<file path="src/rtl/drr_arbiter_if.sv">
// drr_arbiter_if: request/quantum inputs and grant/ownership outputs of the DRR arbiter.
`default_nettype none

interface drr_arbiter_if #(
  parameter int NUM_REQS = 4,
  parameter int QWID     = 4
);
  localparam int OWID = $clog2(NUM_REQS);

  logic [NUM_REQS-1:0]      reqs;
  logic [NUM_REQS*QWID-1:0] quantums;
  logic [NUM_REQS-1:0]      gnt;
  logic                     gnt_vld;
  logic [OWID-1:0]          owner;
  logic [QWID-1:0]          credit_left;

  modport master (
    input  reqs, quantums,
    output gnt, gnt_vld, owner, credit_left
  );

  modport slave (
    output reqs, quantums,
    input  gnt, gnt_vld, owner, credit_left
  );
endinterface

`default_nettype wire

</file>
<file path="src/rtl/drr_arbiter.sv">
// drr_arbiter: deficit-round-robin style arbiter; each owner is granted for up to its
// quantum of cycles, then service rotates to the next eligible requester.
`default_nettype none

module drr_arbiter #(
  parameter int NUM_REQS = 4,
  parameter int QWID     = 4
) (
  input  wire           clk,
  input  wire           rst,
  drr_arbiter_if.master bus
);
  localparam int OWID = $clog2(NUM_REQS);

  typedef enum logic [0:0] {
    ST_IDLE  = 1'b0,
    ST_SERVE = 1'b1
  } state_t;

  state_t              r_state;
  logic [OWID-1:0]     r_owner;
  logic [QWID-1:0]     r_credit;

  logic [NUM_REQS-1:0] w_elig;
  logic                w_found;
  logic [OWID-1:0]     w_next;
  logic [QWID-1:0]     w_next_q;
  logic [NUM_REQS-1:0] w_gnt;
  int unsigned         w_sum;

  // A zero quantum makes a requester permanently ineligible.
  for (genvar gi = 0; gi < NUM_REQS; gi++) begin : g_elig
    assign w_elig[gi] = bus.reqs[gi] && (bus.quantums[gi*QWID +: QWID] != '0);
  end

  // Scan owner+1 .. owner so the current owner is considered last.
  always_comb begin
    w_found = 1'b0;
    w_next  = r_owner;
    w_sum   = 0;
    for (int k = 1; k <= NUM_REQS; k++) begin
      w_sum = int'(r_owner) + k;
      if (w_sum >= NUM_REQS) begin
        w_sum = w_sum - NUM_REQS;
      end
      if (!w_found && w_elig[w_sum]) begin
        w_found = 1'b1;
        w_next  = OWID'(w_sum);
      end
    end
  end

  assign w_next_q = bus.quantums[int'(w_next)*QWID +: QWID];

  always_comb begin
    w_gnt = '0;
    if (r_state == ST_SERVE && bus.reqs[r_owner] && r_credit != '0) begin
      w_gnt[r_owner] = 1'b1;
    end
  end

  always_ff @(posedge clk) begin
    if (rst) begin
      r_state  <= ST_IDLE;
      r_owner  <= OWID'(NUM_REQS - 1);
      r_credit <= '0;
    end else begin
      case (r_state)
        ST_IDLE: begin
          if (w_found) begin
            r_state  <= ST_SERVE;
            r_owner  <= w_next;
            r_credit <= w_next_q;
          end
        end
        ST_SERVE: begin
          if (w_gnt != '0 && r_credit > QWID'(1)) begin
            r_credit <= r_credit - QWID'(1);
          end else if (w_found) begin
            // Exhausted or owner dropped: hand over without a bubble, leftover credit is lost.
            r_owner  <= w_next;
            r_credit <= w_next_q;
          end else begin
            r_state  <= ST_IDLE;
            r_credit <= '0;
          end
        end
        default: begin
          r_state  <= ST_IDLE;
          r_credit <= '0;
        end
      endcase
    end
  end

  assign bus.gnt         = w_gnt;
  assign bus.gnt_vld     = |w_gnt;
  assign bus.owner       = r_owner;
  assign bus.credit_left = r_credit;

endmodule

`default_nettype wire

</file>
<file path="src/flat_wrapper.sv">
// flat-port wrapper written by rule: the top's interface ports become plain ports
module drr_arbiter_flat 
#(
  parameter int NUM_REQS = 4,
  parameter int QWID     = 4
)
  (clk, rst, bus_reqs, bus_quantums, bus_gnt, bus_gnt_vld, bus_owner, bus_credit_left);
  drr_arbiter_if #(.NUM_REQS(NUM_REQS), .QWID(QWID)) bus_i ();
  input  wire clk;
  input  wire rst;
  input wire logic [$bits(bus_i.reqs)-1:0] bus_reqs;
  input wire logic [$bits(bus_i.quantums)-1:0] bus_quantums;
  output wire logic [$bits(bus_i.gnt)-1:0] bus_gnt;
  output wire logic [$bits(bus_i.gnt_vld)-1:0] bus_gnt_vld;
  output wire logic [$bits(bus_i.owner)-1:0] bus_owner;
  output wire logic [$bits(bus_i.credit_left)-1:0] bus_credit_left;
  assign bus_i.reqs = bus_reqs;
  assign bus_i.quantums = bus_quantums;
  assign bus_gnt = bus_i.gnt;
  assign bus_gnt_vld = bus_i.gnt_vld;
  assign bus_owner = bus_i.owner;
  assign bus_credit_left = bus_i.credit_left;
  drr_arbiter #(.NUM_REQS(NUM_REQS), .QWID(QWID)) u_core (.clk(clk), .rst(rst), .bus(bus_i));
endmodule
</file>
<file path="config.mk">
export PLATFORM = sky130hd
export DESIGN_NAME = drr_arbiter_flat
export DESIGN_NICKNAME = d
export VERILOG_FILES = /design/src/rtl/drr_arbiter_if.sv /design/src/rtl/drr_arbiter.sv /design/src/flat_wrapper.sv
export SDC_FILE = /design/constraint.sdc
export NUM_CORES = 1
export LEC_CHECK = 0
export CORE_MARGIN = 2
export CORE_UTILIZATION = 40
export CTS_CLUSTER_DIAMETER = 60
export DETAILED_ROUTE_END_ITERATION = 7
export MAX_ROUTING_LAYER = met4
export PLACE_DENSITY = 0.72
export SLEW_MARGIN = 40
export SYNTH_ARGS = -nofsm -noshare
export SYNTH_HDL_FRONTEND = slang
export SYNTH_SLANG_ARGS = --single-unit
</file>
<file path="constraint.sdc">
create_clock -name clk -period 2.92 [get_ports clk]
set_input_delay 0.876 -clock clk [delete_from_list [all_inputs] [get_ports clk]]
set_output_delay 0.876 -clock clk [all_outputs]
set_load 0.05 [all_outputs]
</file>
==> impl_metrics.sql <==
INSERT INTO impl_metrics (metric_group, metric, value, unit) VALUES
('synthesis', 'syn-cell-area', '1160', 'um^2'),
('critical_path', 'worst-path-max-fanout', '4', ''),
('timing', 'clock-skew-final', '4.92', 'ps'),
('timing', 'post-route-period-util', '115', '%'),
('grt', 'first_global_vias', '1542', ''),
('timing', 'finalMaxSlewViolations', '0', ''),
('placement', 'hpwlAfterDp', '3.50', 'mm'),
('synthesis', 'synth_seq_area_share', '12.1', '%'),
('synthesis', 'netlist-cell-type-count', '47', ''),
('critical_path', 'critPathRequiredTime', '2040', 'ps'),
('power_and_ir_drop', 'total_switching_power', '0.974', 'mW'),
('floorplanning', 'floorplan.die_area', '3350', 'um^2'),
('power_and_ir_drop', 'seq_power_share', '10.5', '%'),
('timing', 'report.final.hold_viol_count', '0', ''),
('synthesis', 'post_synth.cell_area_avg', '8.60', 'um^2'),
('power_and_ir_drop', 'internal_power_component', '0.990', 'mW'),
('synthesis', 'synth_enable_flop_cells', '0', ''),
('grt', 'first_pass_grt_wire_length', '7.04', 'mm'),
('synthesis', 'synthFlopType', 'sky130_fd_sc_hd__dfxtp_1', ''),
('clocking', 'clock_tree_from_tritoncts', 'yes', ''),
('finish', 'layout.nets', '247', ''),
('timing', 'worst_slack', '-442', 'ps'),
('routing', 'vias', '1530', ''),
('routing', 'detail_route.iter0.violations', '79', ''),
('finish', 'antenna-diode-count', '0', ''),
('clocking', 'tritoncts.num_buffers', '3', ''),
('power_and_ir_drop', 'total_power_divided_by_cell_area', '997', 'nW/um^2'),
('grt', 'grt_antenna_before_repair', '0', ''),
('clocking', 'clock_tree.htree_level_count', '1', ''),
('grt', 'grt_usage', '27.9', '%'),
('power_and_ir_drop', 'leak_pwr', '0.843', 'nW'),
('synthesis', 'synthesis.instances', '135', ''),
('clocking', 'clk_path_buf_depth', '2', ''),
('timing', 'worst_pin_slew', '547', 'ps'),
('routing', 'viasPerCell', '6.17', ''),
('floorplanning', 'floorplan.core_area', '2760', 'um^2'),
('power_and_ir_drop', 'share_of_power_burned_in_combinational_logic', '84.7', '%'),
('routing', 'detail_route.wl_per_cell', '16.9', 'um'),
('clocking', 'cts_hold_buffers', '0', ''),
('clocking', 'cts.clk_slew.worst_paths', '50', 'ps'),
('finish', 'syn_to_final_growth', '69.7', '%'),
('power_and_ir_drop', 'power_switching_share', '49.6', '%'),
('routing', 'drt-pass1-iter-count', '5', ''),
('routing', 'detail_route.drc_violations', '0', ''),
('floorplanning', 'placement_rows', '19', ''),
('finish', 'final_core_utilization', '71.5', '%'),
('timing', 'grt_setup_unrepaired', 'true', ''),
('synthesis', 'yosys_warnings', '0', ''),
('finish', 'filler_cell_count', '216', ''),
('critical_path', 'timing.critical_path.from_type', 'primary input', ''),
('routing', 'post_route_ant_nets', '0', ''),
('floorplanning', 'num_io_pins', '33', ''),
('clocking', 'numClockSinks', '7', ''),
('power_and_ir_drop', 'vdd.ir_drop.worst', '800', 'uV'),
('finish', 'drive_above_1_share', '40.6', '%'),
('synthesis', 'syn-num-nets', '164', ''),
('timing', 'slew-limit-headroom', '63.1', '%'),
('placement', 'preCtsSetupSlack', '-842', 'ps'),
('floorplanning', 'initial_utilization', '42.1', '%'),
('synthesis', 'yosys_register_bits', '7', ''),
('power_and_ir_drop', 'clkPwrFrac', '4.8', '%'),
('outcome', 'violated_checks', 'setup timing', ''),
('timing', 'maxClockFrequency', '297', 'MHz'),
('floorplanning', 'die_width', '57.9', 'um'),
('timing', 'setup_violations', '7', ''),
('clocking', 'clock_latency', '270', 'ps'),
('synthesis', 'yosysTopAreaCellShare', '12.1', '%'),
('outcome', 'outcome', 'finished with violations', ''),
('critical_path', 'worst_ep_arrival_time', '2490', 'ps'),
('worst_hold_path', 'worst_hold_path_type', 'register to register', ''),
('floorplanning', 'floorplan.die.height', '57.9', 'um');
routing by layer:
layer	routed length (um)	track usage, %	share of wire (%)	up-vias
li1	-	-	-	727
met1	1620	30.9	39	716
met2	2220	51.3	53	74
met3	253	1.79	6.0	13
met4	108	11.6	2.6	0
met5	0	-	0	-
power groups by stage:
stage               Combinational (mW)  Sequential (mW)  Clock (mW)
detailed placement                1.59            0.206           0
global route                      1.79            0.216      0.0962
floorplan                        0.881            0.314           0
global placement                  1.54            0.202           0
finish                            1.66            0.207      0.0940
CTS                               1.63            0.205      0.0945
layout make-up:
| type | count | area (um^2) | area share (%) |
|---|---|---|---|
| multi-input combinational | 116 | 1030 | 52.4 |
| timing repair buffer | 82 | 697 | 35.4 |
| sequential | 7 | 145 | 7.37 |
| tap | 31 | 38.8 | 1.97 |
| inverter | 8 | 30.0 | 1.52 |
| clock buffer | 4 | 26.3 | 1.33 |
path summary, 6_finish.rpt:
kind	cells past startpoint	startpoint	endpoint	slack [ps]
setup / recovery	6	bus_reqs[3]	bus_gnt_vld	-440
hold / removal	2	u_core.bus.credit_left[3]$_SDFFE_PP0P_	u_core.bus.credit_left[3]$_SDFFE_PP0P_	600
setup reg to reg	9	u_core.bus.owner[1]$_SDFFE_PP1P_	u_core.bus.credit_left[1]$_SDFFE_PP0P_	170
hold reg to reg	2	u_core.bus.credit_left[3]$_SDFFE_PP0P_	u_core.bus.credit_left[3]$_SDFFE_PP0P_	600
Yosys cell counts, types with 2 or more instances:
cell	count
sky130_fd_sc_hd__o41a_1	4
sky130_fd_sc_hd__a211oi_1	2
sky130_fd_sc_hd__inv_1	7
sky130_fd_sc_hd__o31ai_1	2
sky130_fd_sc_hd__a221oi_1	2
sky130_fd_sc_hd__a22o_1	2
sky130_fd_sc_hd__mux2i_1	7
sky130_fd_sc_hd__nor3b_1	2
sky130_fd_sc_hd__o22ai_1	2
sky130_fd_sc_hd__a31oi_1	2
sky130_fd_sc_hd__nor2_1	7
sky130_fd_sc_hd__a221o_1	3
sky130_fd_sc_hd__o32ai_1	2
sky130_fd_sc_hd__o221ai_1	6
sky130_fd_sc_hd__mux4_2	3
sky130_fd_sc_hd__nor2b_1	5
sky130_fd_sc_hd__o41ai_2	4
sky130_fd_sc_hd__nand2_1	7
sky130_fd_sc_hd__o211ai_1	2
sky130_fd_sc_hd__nor3_1	2
sky130_fd_sc_hd__nand3_1	6
sky130_fd_sc_hd__dfxtp_1	7
sky130_fd_sc_hd__nor4_1	3
sky130_fd_sc_hd__o21ai_1	2
sky130_fd_sc_hd__o21ai_0	7
sky130_fd_sc_hd__clkbuf_1	3
sky130_fd_sc_hd__a21oi_1	4
sky130_fd_sc_hd__ha_1	7
sky130_fd_sc_hd__and2_1	5
what timing repair did:
| action | CTS | global route |
|---|---|---|
| buffers inserted | 1 | 2 |
| endpoints found under the hold margin | 0 | 0 |
| setup endpoints to repair | 11 | 8 |
| gates resized for setup | 29 | 2 |
| pin swaps | 3 | 1 |
metrics by stage:
stage	cell area [um^2]	std cells	total power, mW	hold slack, ps
floorplan	1180	135	1.20	563
global placement	1870	241	1.75	581
detailed placement	1870	241	1.80	589
CTS	1950	246	1.93	609
global route	1970	248	2.11	657
finish	1970	248	1.96	605
sequential cells by signal (all words and copies together), names as in the netlist:
name / count
u_core.bus.owner: 2
u_core.bus.credit_left: 4
u_core.r_state: 1
cells by family after synthesis:
group / Yosys count / synth area share (%)
compound gates: 52 / 38.1
flops: 7 / 12.1
mux: 11 / 14.1
buf+inv: 12 / 3.99
simple gates: 46 / 24.1
fa+ha+maj: 7 / 7.54
worst max-delay path, stage by stage:
cell and delay, ps:
sky130_fd_sc_hd__buf_6 90, sky130_fd_sc_hd__mux4_2 480, sky130_fd_sc_hd__and3_4 200, sky130_fd_sc_hd__and2_4 140, sky130_fd_sc_hd__or4_4 530, sky130_fd_sc_hd__buf_8 170
Note: power is estimated with default switching activity, not from simulation.
==> edit: new RTL, config.mk and constraints unchanged <==
`QWID` is set to 4 in 3 places; all go to 5.
--- a/src/rtl/drr_arbiter_if.sv
+++ b/src/rtl/drr_arbiter_if.sv
@@ -3,7 +3,7 @@
 
 interface drr_arbiter_if #(
   parameter int NUM_REQS = 4,
-  parameter int QWID     = 4
+  parameter int QWID     = 5
 );
   localparam int OWID = $clog2(NUM_REQS);
 
--- a/src/rtl/drr_arbiter.sv
+++ b/src/rtl/drr_arbiter.sv
@@ -4,7 +4,7 @@
 
 module drr_arbiter #(
   parameter int NUM_REQS = 4,
-  parameter int QWID     = 4
+  parameter int QWID     = 5
 ) (
   input  wire           clk,
   input  wire           rst,
--- a/src/flat_wrapper.sv
+++ b/src/flat_wrapper.sv
@@ -2,7 +2,7 @@
 module drr_arbiter_flat 
 #(
   parameter int NUM_REQS = 4,
-  parameter int QWID     = 4
+  parameter int QWID     = 5
 )
   (clk, rst, bus_reqs, bus_quantums, bus_gnt, bus_gnt_vld, bus_owner, bus_credit_left);
   drr_arbiter_if #(.NUM_REQS(NUM_REQS), .QWID(QWID)) bus_i ();
Ports: changed (resized bus_credit_left and bus_quantums); port bits go from 33 to 38. The function was not compared with the original's and may differ.
==> edit against the unedited design <==
  * Routed wire length grew 1.6%
  * Count of clock-buffer cells in the layout is the same
  * Utilization shrank 0.81 points
  * Sequential cell count grew 1
  * Via count grew 3.2%
  * Critical path depth grew 4
  * Cell area grew 0.57%
  * Synthesized area grew 3.7%
  * Total power shrank 0.45%
  * Largest cell class unchanged
  * The run ends with DRC left
  * Worst setup slack gained 0.46 ns
==> edit: results (changes against the unedited design) <==
| Metric | Value |
|---|---|
| Share of cells above drive strength 1 | 0.417 (was 0.406) |
| R2r setup slk | 0.21 ns (was 0.17 ns) |
| Cell count after synthesis | 156 (was 135) |
| Fillers | 232 (was 216) |
| DP Area | 0.00192 mm² (was 0.00187 mm²) |
| Net count after synthesis | 188 (was 164) |
| Leading cell types by count after synthesis | a21oi_1, nor2_1, inv_1, o211ai_1, dfxtp_1 |
| GRT Total Usage | 0.270 (was 0.279) |
| Crit path largest cell delay | 0.57 ns (was 0.53 ns) |
| Xor/xnor cell area share of the yosys netlist | 0.00728 (was 0) |
| Clock buffer depth | 2 (unchanged) |
| Gp weighted congestion | 1.04 (was 0.871) |
| Wire per inst | 16.3 µm (was 16.9 µm) |
| CP startpoint | bus_quantums[12] (was bus_reqs[3]) |
| Adder-cell share of the synthesized area | 0.0624 (was 0.0754) |
| VDD IR-drop max | 0.538 mV (was 0.800 mV) |
| Number of global-route vias before repair | 1600 (was 1542) |
| Initial antenna violation count | 0 (unchanged) |
| Synth cell types | 52 (was 47) |
| Port bufs | 37 (was 32) |
| Ys Warns | 0 (unchanged) |
| First-pass GRT wire length | 6930 µm (was 7040 µm) |
| Max transition margin | 0.631 (about the same) |
| Crit Path Max Fanout | 5 (was 4) |
| Clock Latency Late Sink | 0.26 ns |
| HP Class | flip-flop to flip-flop (unchanged) |
| Vias per inst | 6.05 (was 6.17) |
| Drt initial violations | 85 (was 79) |
| Dpl hpwl | 3240 µm (was 3500 µm) |
| Pin count of the biggest net entering global routing | 19 (was 13) |
| CP arrival | 3.07 ns (was 2.49 ns) |
| Leak Pwr | 0.863 nW (was 0.843 nW) |
| Root Driver | clkbuf_4 (unchanged) |
| Reg2Reg Depth | 11 (was 9) |
| Placed insts | 254 (was 241) |
| Crit path capture | u_core.bus.credit_left[2] (was bus_gnt_vld) |
| Critical R2R Launch | u_core.bus.owner[0] (was u_core.bus.owner[1]) |
| Clock Skews | 0.0119 ns (was 0.00492 ns) |
| Share of the synthesized area in the top cell type | 0.133 (was 0.121) |
| Area contributors post-synth | dfxtp_1, ha_1, mux2i_1 (unchanged) |
| Maximum Capacitance Violations | 0 (unchanged) |
| Largest register FFs | 5 (was 4) |
| WL final | 4260 µm (was 4190 µm) |
| Mux cell area share after synthesis | 0.105 (was 0.141) |
| Worst path slowest cell | or4_4 (unchanged) |
| DRT Pass-1 Iters | 6 (was 5) |
| CTS sink count | 8 (was 7) |
| Failing checks | DRC (was setup timing) |
| # DRC | 3 (was 0) |
| CTS buffer count | 3 (unchanged) |
| # nets final | 263 (was 247) |
| Sequential share of the synthesized area | 0.133 (was 0.121) |
| Status | finished, violations left (unchanged) |
| Post-synthesis compound-gate area fraction | 0.373 (was 0.381) |
| Rows | 19 (unchanged) |
==> edit: metal layers <==
layer  global-route usage  share of wire  wire length (µm)  up-vias
met1                0.288           0.39              1650      718
met3               0.0176          0.051               216       22
li1                     -              -                 -      760
met5                    -              0                 0        -
met2                0.497           0.52              2220       79
met4                0.136          0.042               179        0
==> edit: repair_timing <==
item / 4_1_cts / 5_1_grt
setup buffers: 2 / 2
setup endpoints to repair: 12 / 11
pin swaps: 16 / 14
resized for setup: 75 / 20
==> edit: logic make-up after synthesis <==
logic type,after synthesis
xor+xnor,1
buf+inv,19
flops,8
fa+ha+maj,6
compound gates,61
mux,10
simple gates,51
==> edit: worst min-delay path by stage <==
stage / slack (ns) / from / depth (start not counted) / endpoint
floorplan: 0.65 / u_core.r_state / 2 / u_core.r_state
global placement: 0.63 / u_core.bus.owner[0] / 2 / u_core.bus.owner[0]
detailed placement: 0.64 / u_core.bus.owner[0] / 2 / u_core.bus.owner[0]
CTS: 0.66 / u_core.bus.owner[0] / 2 / u_core.bus.owner[0]
global route: 0.69 / u_core.bus.credit_left[4] / 3 / u_core.bus.credit_left[4]
finish: 0.66 / u_core.bus.owner[0] / 2 / u_core.bus.owner[0]
==> edit: layout make-up <==
type	count	area share
Multi-Input combinational cell	129	0.525
Timing Repair Buffer	78	0.338
Sequential cell	8	0.0833
Inverter	11	0.0208
Tap cell	31	0.0196
Clock buffer	4	0.0133
==> edit: report_power, final <==
group	internal (W)	leakage [nW]	switching (W)
registers	0.000157	0.0667	0.0000659
logic	0.000767	0.781	0.000873
clock network	0.0000524	0.0150	0.0000405
==> edit: critical path: cells and delay by family <==
kind | cells | cell delay [ns]
AND/OR/NAND/NOR | 3 | 1.03
buffers and inverters | 3 | 0.38
AO/OA/AOI/OAI | 4 | 0.78
==> edit: through the flow <==
| stage | hold WS, ns | setup WS, ns | util | TNS [ns] | power [W] |
|---|---|---|---|---|---|
| CTS | 0.656 | 0.00832 | 0.694 | 0 | 0.00188 |
| floorplan | 0.646 | -0.0184 | - | -0.0828 | 0.00123 |
| global route | 0.691 | -0.0529 | 0.707 | -0.144 | 0.00210 |
| finish | 0.657 | 0.0207 | 0.707 | 0 | 0.00196 |
| global placement | 0.633 | -0.521 | 0.683 | -4.85 | 0.00168 |
| detailed placement | 0.641 | -0.609 | 0.683 | -5.71 | 0.00173 |
